===== src/rtl/crypt_round_engine_pkg.sv =====
// Shared types, mode constants and rotate helpers for the crypt round engine.
// Optional feature macro: CRYPT_SALT_COUNTER_EN (see crypt_round_engine.sv).
package crypt_pkg;

  typedef enum logic [1:0] {IDLE, RUN, DONE} stateT;

  localparam logic MODE_ENC = 1'b0;
  localparam logic MODE_DEC = 1'b1;

  // Widest vector the rotate helpers handle; callers cast to/from their own width.
  localparam int unsigned MAX_W = 256;

  // Rotate the low w bits of x left by amt (mod w); bits at and above w are cleared.
  function automatic logic [MAX_W-1:0] rotl(input logic [MAX_W-1:0] x,
                                            input int unsigned amt,
                                            input int unsigned w);
    int unsigned a;
    logic [MAX_W-1:0] mask;
    logic [MAX_W-1:0] xm;
    a    = amt % w;
    mask = {MAX_W{1'b1}} >> (MAX_W - w);
    xm   = x & mask;
    // With a == 0 the right shift by w clears xm, so the identity falls out.
    return ((xm << a) | (xm >> (w - a))) & mask;
  endfunction

  // Rotate the low w bits of x right by amt (mod w).
  function automatic logic [MAX_W-1:0] rotr(input logic [MAX_W-1:0] x,
                                            input int unsigned amt,
                                            input int unsigned w);
    return rotl(x, (w - (amt % w)) % w, w);
  endfunction

endpackage


===== src/rtl/crypt_round_engine_if.sv =====
// Request/response handshake bundle between the packet layer and the round engine.
interface crypt_round_engine_if #(
  parameter int unsigned ENC_W = 78
);
  logic             in_valid;
  logic             in_ready;
  logic             in_mode;
  logic [ENC_W-1:0] in_data;
  logic [ENC_W-1:0] in_key;
  logic             out_valid;
  logic             out_ready;
  logic [ENC_W-1:0] out_data;
  logic             out_err;

  modport master (
    output in_valid, in_mode, in_data, in_key, out_ready,
    input  in_ready, out_valid, out_data, out_err
  );

  modport slave (
    input  in_valid, in_mode, in_data, in_key, out_ready,
    output in_ready, out_valid, out_data, out_err
  );
endinterface


===== src/rtl/crypt_round_engine_round.sv =====
// One combinational encrypt/decrypt round; the engine reuses it every RUN cycle.
module crypt_round
  import crypt_pkg::*;
#(
  parameter int unsigned ENC_W = 78,
  parameter int unsigned ROT   = 7
) (
  input  logic [ENC_W-1:0] s,
  input  logic [ENC_W-1:0] rk,
  input  logic             mode,
  output logic [ENC_W-1:0] s_next
);

  // Encrypt mixes then rotates left; decrypt undoes it by rotating right then mixing.
  always_comb begin
    s_next = '0;
    if (mode == MODE_ENC) begin
      s_next = ENC_W'(rotl(MAX_W'(s ^ rk), ROT, ENC_W));
    end else begin
      s_next = ENC_W'(rotr(MAX_W'(s), ROT, ENC_W)) ^ rk;
    end
  end

endmodule


===== src/rtl/crypt_round_engine.sv =====
// Iterative parametrised encrypt/decrypt engine with valid/ready on both sides.
// Macro CRYPT_SALT_COUNTER_EN: salt comes from a free-wrapping counter instead of
// constant 0, and the decrypt salt-integrity error is disabled.
module crypt_round_engine
  import crypt_pkg::*;
#(
  parameter int unsigned DATA_W = 60,
  parameter int unsigned SALT_W = 18,
  parameter int unsigned ROUNDS = 4,
  parameter int unsigned ROT    = 7
) (
  input logic           Clk,
  input logic           Rst,
  crypt_round_engine_if.slave bus
);

  localparam int unsigned ENC_W = DATA_W + SALT_W;
  localparam int unsigned CNT_W = $clog2(ROUNDS + 1);
  localparam int unsigned DEC_RK_START = (ROUNDS - 1) % ENC_W;

  stateT            state;
  logic [CNT_W-1:0] roundCnt;
  logic             modeReg;
  logic [ENC_W-1:0] sReg;
  logic [ENC_W-1:0] rkReg;
  logic [ENC_W-1:0] rkNext;
  logic [ENC_W-1:0] sNext;
  logic [SALT_W-1:0] saltVal;
  logic             inReadyReg;
  logic             outValidReg;
  logic [ENC_W-1:0] outDataReg;
  logic             outErrReg;

`ifdef CRYPT_SALT_COUNTER_EN
  logic [SALT_W-1:0] saltCnt;

  // Salt counter advances once per accepted encrypt and wraps naturally.
  always_ff @(posedge Clk or posedge Rst) begin
    if (Rst) begin
      saltCnt <= '0;
    end else if (state == IDLE && bus.in_valid && bus.in_mode == MODE_ENC) begin
      saltCnt <= saltCnt + 1'b1;
    end
  end

  assign saltVal = saltCnt;
`else
  assign saltVal = '0;
`endif

  crypt_round #(
    .ENC_W(ENC_W),
    .ROT  (ROT)
  ) u_round (
    .s     (sReg),
    .rk    (rkReg),
    .mode  (modeReg),
    .s_next(sNext)
  );

  // Round key for the next round: rk(r+1) going up for encrypt, rk(r-1) going down for decrypt.
  always_comb begin
    rkNext = rkReg;
    if (modeReg == MODE_ENC) begin
      rkNext = ENC_W'(rotl(MAX_W'(rkReg), 1, ENC_W));
    end else begin
      rkNext = ENC_W'(rotr(MAX_W'(rkReg), 1, ENC_W));
    end
  end

  // Control FSM with registered handshake and result outputs.
  always_ff @(posedge Clk or posedge Rst) begin
    if (Rst) begin
      state       <= IDLE;
      roundCnt    <= '0;
      modeReg     <= MODE_ENC;
      sReg        <= '0;
      rkReg       <= '0;
      inReadyReg  <= 1'b1;
      outValidReg <= 1'b0;
      outDataReg  <= '0;
      outErrReg   <= 1'b0;
    end else begin
      unique case (state)
        IDLE: begin
          if (bus.in_valid) begin
            modeReg    <= bus.in_mode;
            roundCnt   <= '0;
            inReadyReg <= 1'b0;
            state      <= RUN;
            if (bus.in_mode == MODE_ENC) begin
              sReg  <= {saltVal, bus.in_data[DATA_W-1:0]};
              rkReg <= bus.in_key;
            end else begin
              sReg  <= bus.in_data;
              // Decrypt starts from the last round key and walks back to rk(0).
              rkReg <= ENC_W'(rotl(MAX_W'(bus.in_key), DEC_RK_START, ENC_W));
            end
          end
        end
        RUN: begin
          if (roundCnt == CNT_W'(ROUNDS)) begin
            state       <= DONE;
            outValidReg <= 1'b1;
            outDataReg  <= sReg;
`ifdef CRYPT_SALT_COUNTER_EN
            outErrReg   <= 1'b0;
`else
            outErrReg   <= (modeReg == MODE_DEC) && (sReg[ENC_W-1:DATA_W] != '0);
`endif
          end else begin
            sReg     <= sNext;
            rkReg    <= rkNext;
            roundCnt <= roundCnt + 1'b1;
          end
        end
        DONE: begin
          if (bus.out_ready) begin
            state       <= IDLE;
            outValidReg <= 1'b0;
            inReadyReg  <= 1'b1;
          end
        end
        default: begin
          state <= IDLE;
        end
      endcase
    end
  end

  assign bus.in_ready  = inReadyReg;
  assign bus.out_valid = outValidReg;
  assign bus.out_data  = outDataReg;
  assign bus.out_err   = outErrReg;

endmodule


===== src/flat_wrapper.sv =====
// flat-port wrapper written by rule: the top's interface ports become plain ports
module crypt_round_engine_flat import crypt_pkg::*;
#(
  parameter int unsigned DATA_W = 60,
  parameter int unsigned SALT_W = 18,
  parameter int unsigned ROUNDS = 4,
  parameter int unsigned ROT    = 7
)
  (Clk, Rst, bus_in_valid, bus_in_mode, bus_in_data, bus_in_key, bus_out_ready, bus_in_ready, bus_out_valid, bus_out_data, bus_out_err);
  crypt_round_engine_if #(.ENC_W((78))) bus_i ();
  input logic Clk;
  input logic Rst;
  input wire logic [$bits(bus_i.in_valid)-1:0] bus_in_valid;
  input wire logic [$bits(bus_i.in_mode)-1:0] bus_in_mode;
  input wire logic [$bits(bus_i.in_data)-1:0] bus_in_data;
  input wire logic [$bits(bus_i.in_key)-1:0] bus_in_key;
  input wire logic [$bits(bus_i.out_ready)-1:0] bus_out_ready;
  output wire logic [$bits(bus_i.in_ready)-1:0] bus_in_ready;
  output wire logic [$bits(bus_i.out_valid)-1:0] bus_out_valid;
  output wire logic [$bits(bus_i.out_data)-1:0] bus_out_data;
  output wire logic [$bits(bus_i.out_err)-1:0] bus_out_err;
  assign bus_i.in_valid = bus_in_valid;
  assign bus_i.in_mode = bus_in_mode;
  assign bus_i.in_data = bus_in_data;
  assign bus_i.in_key = bus_in_key;
  assign bus_i.out_ready = bus_out_ready;
  assign bus_in_ready = bus_i.in_ready;
  assign bus_out_valid = bus_i.out_valid;
  assign bus_out_data = bus_i.out_data;
  assign bus_out_err = bus_i.out_err;
  crypt_round_engine #(.DATA_W(DATA_W), .SALT_W(SALT_W), .ROUNDS(ROUNDS), .ROT(ROT)) u_core (.Clk(Clk), .Rst(Rst), .bus(bus_i));
endmodule

===== config.mk =====
export PLATFORM = sky130hd
export DESIGN_NAME = crypt_round_engine_flat
export DESIGN_NICKNAME = d
export VERILOG_FILES = /design/src/rtl/crypt_round_engine_pkg.sv /design/src/rtl/crypt_round_engine_if.sv /design/src/rtl/crypt_round_engine_round.sv /design/src/rtl/crypt_round_engine.sv /design/src/flat_wrapper.sv
export SDC_FILE = /design/constraint.sdc
export NUM_CORES = 1
export LEC_CHECK = 0
export BUFFER_PORTS_ARGS = -buffer_cell sky130_fd_sc_hd__buf_4
export CAP_MARGIN = 40
export CORE_MARGIN = 4
export CORE_UTILIZATION = 30
export CTS_CLUSTER_SIZE = 12
export DETAILED_ROUTE_END_ITERATION = 8
export MAX_ROUTING_LAYER = met4
export SYNTH_ARGS = -nofsm -noshare
export SYNTH_HDL_FRONTEND = slang
export SYNTH_SLANG_ARGS = --single-unit

===== constraint.sdc =====
create_clock -name Clk -period 7.35 [get_ports Clk]
set_input_delay 0.3675 -clock Clk [delete_from_list [all_inputs] [get_ports Clk]]
set_output_delay 0.3675 -clock Clk [all_outputs]
set_load 0.01 [all_outputs]

Yosys cells after proc, flatten, opt, wreduce, memory -nomap -nowiden
Index checks and enable logic that the tools add are counted.
{"block": "word_totals", "word_cells": 59, "input_bits": 161, "output_inout_bits": 81, "ff_bits": 243}
{"block": "classes", "muxes": 23, "n_eq_ne": 7, "bitwise": 7, "n_reduce_logical": 12, "add_sub_neg": 1}
{"cell": "$mux 78", "count": 8}
{"cell": "$pmux 78 s2", "count": 2}
{"cell": "$xor 78x78->78", "count": 2}
{"cell": "$or 78x1->78", "count": 1}
{"cell": "$or 78x3->78", "count": 1}
{"cell": "$or 78x7->78", "count": 1}
{"cell": "$or 78x71->78", "count": 1}
{"cell": "$or 78x77->78", "count": 1}
{"cell": "$reduce_bool 18->1", "count": 1}
{"cell": "$reduce_and 3->1", "count": 4}
{"cell": "$mux 2", "count": 3}
{"cell": "$mux 3", "count": 2}
{"cell": "$ne 2x2->1 const B", "count": 3}
{"cell": "$pmux 2 s3", "count": 1}
{"cell": "$pmux 3 s2", "count": 1}
{"cell": "$reduce_bool 2->1", "count": 3}
{"cell": "$mux 1", "count": 4}
{"cell": "$pmux 1 s2", "count": 2}
{"cell": "$reduce_and 2->1", "count": 2}
{"cell": "$add 3x1->3 const B", "count": 1}
{"cell": "$eq 3x3->1 const B", "count": 1}
{"cell": "$eq 2x1->1 const B", "count": 1}
{"cell": "$eq 2x2->1 const B", "count": 1}
{"cell": "$logic_not 2->1", "count": 1}
{"cell": "other kinds (2)", "count": 2}

Longest topological paths before layout
Gate-level depths: netlist of the first run.
{"block": "depth", "word_depth": 5, "depth_mapped": 7}

By module
Synthesis of the first run repeated with hierarchy kept, for this count alone.
{"block": "unflattened", "cells_unflattened": 1180, "area_unflattened_um2": 14953.1}
{"module": "crypt_round_engine", "n_inst": 1, "area_each_um2": 12723.5, "cells_per_inst": 937, "seq_area_each_um2": 6082.1}
{"module": "crypt_round", "n_inst": 1, "area_each_um2": 2229.6, "cells_per_inst": 243, "seq_area_each_um2": 0.0}

Least setup slack after synthesis of the first run
No wires, ideal clock.
{"block": "synth_path", "kind": "register -> register", "startpoint": "reg u_core.roundCnt[0]", "endpoint": "reg u_core.rkReg[10]", "synth_period_minus_slack_ps": 1763, "arrival_time_ps": 1638, "required_ps": 7225, "path_buffers": 2, "setup_slack_ps": 5587, "path_stages_with_launch": 8, "cell_sequence": "dfrtp_1 > inv_1 > ha_1 > nand2_1 > a31oi_2 > buf_6 > buf_6 > mux2_2"}
{"block": "synth_between", "elab_chain_cells": 3}
{"element": "start: declaration", "line": "crypt_round_engine.sv:22", "source": "logic [CNT_W-1:0] roundCnt;"}
{"element": "start signal: assignment", "line": "crypt_round_engine.sv:114", "source": "roundCnt <= roundCnt + 1'b1;"}
{"element": "$eq 3x3->1", "line": "crypt_round_engine.sv:102", "source": "if (roundCnt == CNT_W'(ROUNDS)) begin"}
{"element": "$ne 2x2->1 (no source line)"}
{"element": "$reduce_and 3->1 (no source line)"}
{"element": "end signal: assignment", "line": "crypt_round_engine.sv:93", "source": "rkReg <= bus.in_key;"}
{"element": "end signal: assignment", "line": "crypt_round_engine.sv:97", "source": "rkReg <= ENC_W'(rotl(MAX_W'(bus.in_key), DEC_RK_START, ENC_W));"}
{"element": "end signal: assignment", "line": "crypt_round_engine.sv:113", "source": "rkReg <= rkNext;"}
{"element": "end: declaration", "line": "crypt_round_engine.sv:25", "source": "logic [ENC_W-1:0] rkReg;"}
Every way passes these cells.
A chain may end at the register's enable or synchronous reset.

Worst setup path in the final report of the first run
{"block": "layout_path", "startpoint": "reg u_core.roundCnt[0]", "endpoint": "reg u_core.rkReg[11]"}
The elaborated chain is that of the path after synthesis.

==> results of run 1 <==
==> logic make-up after synthesis <==
logic type               Yosys count  share of synthesized area (%)
XOR/XNOR                         156                           9.55
AND/OR/NAND/NOR                   91                           4.06
multiplexers                     471                           34.3
flip-flops                       243                           42.5
buffers and inverters             90                           3.42
adder cells (fa/ha/maj)            2                          0.175
AO/OA/AOI/OAI                     89                           5.97
==> worst paths after layout <==
path                                                      from                                   to  slack, ns  cells past startpoint
setup / recovery                u_core.roundCnt[0]$_DFFE_PP0P_         u_core.rkReg[11]$_DFFE_PP0P_       4.05                      8
hold / removal                                   bus_out_ready          u_core.state[1]$_DFFE_PP0P_       0.03                      2
setup reg to reg                u_core.roundCnt[0]$_DFFE_PP0P_         u_core.rkReg[11]$_DFFE_PP0P_       4.05                      8
hold reg to reg            u_core.bus.out_data[38]$_DFFE_PP0P_  u_core.bus.out_data[38]$_DFFE_PP0P_       0.51                      1
max in group asynchronous                                  Rst      u_core.bus.in_ready$_DFFE_PP1P_       5.42                      5
min in group asynchronous                                  Rst          u_core.sReg[24]$_DFFE_PP0P_       0.49                      3
==> worst register-to-register path, delay by kind of cell, from the launching register on <==
kind            cells  cell delay (ns)
buf+inv             4             1.61
mux                 1             0.45
flops               1             0.40
compound gates      1             0.35
fa+ha+maj           1             0.26
simple gates        1             0.13
==> per-layer routing <==
layer	GRT usage, %	up-vias
met5	-	-
met4	4.34	0
met3	2.45	51
met2	27.2	246
met1	23.4	5097
li1	-	4600
==> final cells by class <==
class / instances / area, sq um
fill: 4605 / 29200
sequential: 243 / 6090
inverter: 9 / 41.3
clock buffer: 40 / 807
clock inverter: 9 / 95.1
timing repair buffer: 259 / 2060
tap: 607 / 759
multi-input combinational: 809 / 7760
==> sequential cells by signal, indices dropped and copies added (netlist names) <==
register / count
u_core.bus.out_data: 78
u_core.rkReg: 78
u_core.sReg: 78
u_core.roundCnt: 3
u_core.state: 2
u_core.bus.in_ready: 1
u_core.bus.out_err: 1
u_core.bus.out_valid: 1
u_core.modeReg: 1
==> placed cells by master (no fill, tap or decap), types with 3 or more instances in the layout <==
cell | synthesis | routed
mux2i_1 | 313 | 313
buf_4 | 1 | 252
dfrtp_1 | 242 | 241
mux2_2 | 158 | 158
xnor2_1 | 156 | 156
a221o_1 | 78 | 78
and2_1 | 60 | 60
clkbuf_16 | 0 | 29
and3_1 | 18 | 18
inv_1 | 9 | 8
clkbuf_1 | 22 | 7
clkinv_2 | 0 | 7
buf_16 | 0 | 5
o21ai_0 | 4 | 4
clkbuf_8 | 0 | 4
or4_1 | 3 | 3
==> repair_timing <==
item | 4_1_cts | 5_1_grt
hold buffers | 1 | 0
setup buffers | 0 | 0
hold endpoints to repair | 4 | 0
resized for setup | 0 | 0
==> stage by stage <==
step / hold slack [ns] / std cells / power (W) / instance area [sq um] / setup WS (ns)
2_1_floorplan: 0.475 / 1142 / 0.00649 / 14300 / 0.311
3_3_place_gp: 0.492 / 1920 / 0.00784 / 16500 / 3.91
3_5_place_dp: 0.495 / 1926 / 0.00801 / 16700 / 4.15
4_1_cts: 0.000726 / 1976 / 0.00946 / 17600 / 4.12
5_1_grt: 0.0258 / 1976 / 0.00997 / 17600 / 3.90
6_report: 0.0286 / 1976 / 0.00938 / 17600 / 4.05
==> power groups by stage <==
stage	Sequential (W)	Combinational [W]	Clock (W)
6_report	0.00316	0.00481	0.00140
4_1_cts	0.00316	0.00486	0.00144
2_1_floorplan	0.00282	0.00367	0
3_3_place_gp	0.00316	0.00469	0
5_1_grt	0.00326	0.00522	0.00149
3_5_place_dp	0.00318	0.00483	0
==> flow_summary.json, run 1 <==
{
  "root_buffer": "clkbuf_16",
  "required_ns": 7.79,
  "crit_buf_inv": 4,
  "firstDrtPassIters": 4,
  "ys.flop_type": "dfrtp_1",
  "drc": 0,
  "ys_ff_latch": 243,
  "sw_frac_of_total_pct": 40.0,
  "dr_wl_met3_um": 1900,
  "area_delta_synth_final_pct": 23.1,
  "cp_cell_sequence": "inv_1 -> ha_1 -> nand2_1 -> a31oi_4 -> buf_4 -> buf_4 -> buf_16 -> mux2_2",
  "wl_per_cell_um": 22.4,
  "die_w_um": 226,
  "antenna_found_initial": 0,
  "p_seq_share_pct": 33.7,
  "port_buffers": 241,
  "fin_skew_ns": 0.0107,
  "comb_power_share_pct": 51.3,
  "maxCapViolCount": 0,
  "yosysMostFrequentCell": "mux2i_1",
  "crit_arrival_ns": 3.74,
  "place_hpwl_um": 32000,
  "relSlewSlack_pct": 38.8,
  "crit_path_end_kind": "flop",
  "grt_pass1_wl_um": 66700,
  "synthCells": 1142,
  "start_util_pct": 30.5,
  "seq_area_frac_synth_pct": 42.5,
  "core_area_sq_um": 46900,
  "cp_common_cell": "buf_4",
  "synth_common_cells": "mux2i_1, dfrtp_1, mux2_2",
  "crit_family": "buffers and inverters",
  "final.setup.tns_ns": 0,
  "synthArstFlopShare_pct": 100,
  "met1_length_um": 20500,
  "rows": 79,
  "hold_violations": 0,
  "route.met2.wl_um": 20900,
  "fin_nets": 1513,
  "synth_edf_count": 0,
  "netlist_area_sq_um": 14300,
  "grt_start_max_net_pins": 115,
  "grt_pass1_vias": 10800,
  "worst-slew-pin-transition_ns": 0.917,
  "ys_types": 29,
  "tritoncts": "yes",
  "hold_path_class": "in2reg",
  "drv_slew": 0,
  "fp.dieH_um": 226,
  "dieArea_sq_um": 51300,
  "place_congestion": 0.835,
  "cp_max_fo": 71,
  "drtAntennaViolNets": 0,
  "cts_buffer_depth": 3,
  "min_period_ns": 3.30,
  "post-route-period-util_pct": 44.9,
  "cp_slowest_cell": "buf_4",
  "drive_gt1_share_pct": 34.0,
  "status": "complete, no violations",
  "internal-power_w": 0.00563,
  "drt_iter0_drc": 611,
  "clk_pin_slew_ns": 0.06,
  "finalSetupViolCount": 0,
  "leakagePower_nw": 8.03,
  "synth_area_leaders": "dfrtp_1, mux2i_1, mux2_2",
  "groute.usage.overall_pct": 17.2,
  "syn_area_per_cell_sq_um": 12.5,
  "via_per_inst": 5.06,
  "power_switching_w": 0.00375,
  "start_kind": "flop",
  "rsz0062_at_grt": "no",
  "crit_type": "reg2reg",
  "cts_inserted_buffers": 28,
  "max_clock_freq_mhz": 303,
  "insertion_delay_ns": 0.56,
  "route.vias.total": 9994,
  "overflow": 0,
  "synth_area_leader_cell": "dfrtp_1",
  "dr.max_layer_used": "met4",
  "cts.sinks": 243,
  "wirelength_um": 44200,
  "power_frac_clock_pct": 15.0,
  "max_stage_delay_ns": 0.74,
  "yosys_warnings": 0,
  "p_per_area_nw_per_um2": 532,
  "syn_nets": 1305,
  "irDropWorstVdd_mv": 0.246,
  "yosysTopAreaCellShare_pct": 42.3,
  "htreeDepth": 1,
  "ios": 242,
  "final_core_util_pct": 37.6,
  "diodes": 0
}
(Power assumes the default switching activity.)
==> run 2, diff against run 1 <==
==> constraint.sdc (replaced) <==
create_clock -name Clk -period 2.66 [get_ports Clk]
set_input_delay 0.133 -clock Clk [delete_from_list [all_inputs] [get_ports Clk]]
set_output_delay 0.133 -clock Clk [all_outputs]
set_load 0.01 [all_outputs]
==> flow_summary.json, run 2 (synthesis gave the netlist of run 1 again) <==
{
  "fin_nets": 1607,
  "crit_arrival_ns": 2.55,
  "min_period_ns": 2.11,
  "ios": 242,
  "worst-slew-pin-transition_ns": 0.776,
  "root_buffer": "clkbuf_16",
  "clk_pin_slew_ns": 0.06,
  "port_buffers": 241,
  "cts_buffer_depth": 3,
  "most-common-layout-cells": "mux2i_1, buf_4, dfrtp_1, mux2_2, xnor2_1",
  "core_area_sq_um": 46900,
  "placed_cell_area_sq_um": 16800,
  "fin_skew_ns": 0.0112,
  "diodes": 0,
  "relSlewSlack_pct": 48.3,
  "cts.repair.resized": 0,
  "post-route-period-util_pct": 79.5,
  "status": "complete, no violations",
  "dieArea_sq_um": 51300,
  "fin_hold_ws_ns": 0.0402,
  "drt_iter0_drc": 633,
  "route.vias.total": 10300,
  "drc": 0,
  "wirelength_um": 45500,
  "overflow": 0,
  "insertion_delay_ns": 0.55,
  "cts.sinks": 243,
  "max_clock_freq_mhz": 473,
  "fin_total_pwr_w": 0.0266,
  "grt_pass1_vias": 11000,
  "fin_area_sq_um": 18700,
  "hold_buffers": 81,
  "p_per_area_nw_per_um2": 1420,
  "die_w_um": 226,
  "cts_inserted_buffers": 29,
  "cp_max_fo": 86,
  "fp.dieH_um": 226,
  "start_kind": "flop",
  "required_ns": 3.09,
  "antenna_found_initial": 0,
  "final_common_cell": "mux2i_1",
  "firstDrtPassIters": 5,
  "place_congestion": 0.827,
  "leakagePower_nw": 8.50,
  "hold_violations": 0,
  "place_hpwl_um": 32700,
  "crit_path_end_kind": "flop",
  "grt_pass1_wl_um": 68800,
  "tritoncts": "yes",
  "drv_slew": 0,
  "final_core_util_pct": 39.9,
  "wl_per_cell_um": 21.9,
  "maxCapViolCount": 0,
  "hold_path_class": "in2reg",
  "crit_type": "reg2reg",
  "drive_gt1_share_pct": 33.0,
  "htreeDepth": 1,
  "start_util_pct": 30.5,
  "area_delta_synth_final_pct": 30.7,
  "cts_setup_buffers": 0,
  "drtAntennaViolNets": 0,
  "grt_start_max_net_pins": 87,
  "irDropWorstVdd_mv": 0.807,
  "rsz0062_at_grt": "no",
  "via_per_inst": 4.97,
  "groute.usage.overall_pct": 17.7,
  "finalSetupViolCount": 0,
  "rows": 79
}
==> run 2: metrics by stage <==
step                std cells  setup TNS, ns  worst slack [ns]
finish                   2072              0             0.546
global route             2072              0             0.441
CTS                      2072              0             0.568
detailed placement       1939              0             0.587
global placement         1938              0             0.628
floorplan                1142        -160.20            -0.662
==> run 2: layout make-up <==
class	count	area, sq um
well taps	607	759
flip-flops and latches	243	6090
multi-input cells	809	7760
clock inverters	15	256
repair buffers	352	3010
fillers	4495	28100
inverters	9	37.5
clock buffers	37	796
==> run 2: worst max-delay path, cell delays in order (launching register included) <==
cell,delay (ns)
dfrtp_1,0.40
inv_1,0.07
ha_1,0.26
nand2_1,0.12
a31oi_4,0.27
buf_12,0.36
mux2_2,0.40
==> run 2: power breakdown <==
group	switching, W	internal [W]
clock	0.00165	0.00278
sequential	0.00295	0.00572
combinational	0.00590	0.00765
total	0.0105	0.0161
==> run 2: layer usage <==
metal	up-vias	global-route usage, %	wire [um]
met2	221	28.9	21900
met4	0	3.46	684
met5	-	-	0
met3	45	2.08	1780
li1	4786	-	-
met1	5237	24.1	21100
==> run 2: final timing paths <==
| path | from | to | slack, ns | depth (start not counted) |
|---|---|---|---|---|
| max | u_core.roundCnt[0]$_DFFE_PP0P_ | u_core.rkReg[42]$_DFFE_PP0P_ | 0.55 | 6 |
| min reg2reg | u_core.bus.out_data[46]$_DFFE_PP0P_ | u_core.bus.out_data[46]$_DFFE_PP0P_ | 0.50 | 1 |
| max in group asynchronous | Rst | u_core.bus.in_ready$_DFFE_PP1P_ | 1.76 | 5 |
| max reg2reg | u_core.roundCnt[0]$_DFFE_PP0P_ | u_core.rkReg[42]$_DFFE_PP0P_ | 0.55 | 6 |
| min in group asynchronous | Rst | u_core.rkReg[62]$_DFFE_PP0P_ | 0.32 | 4 |
| min | bus_in_key[23] | u_core.rkReg[26]$_DFFE_PP0P_ | 0.04 | 4 |
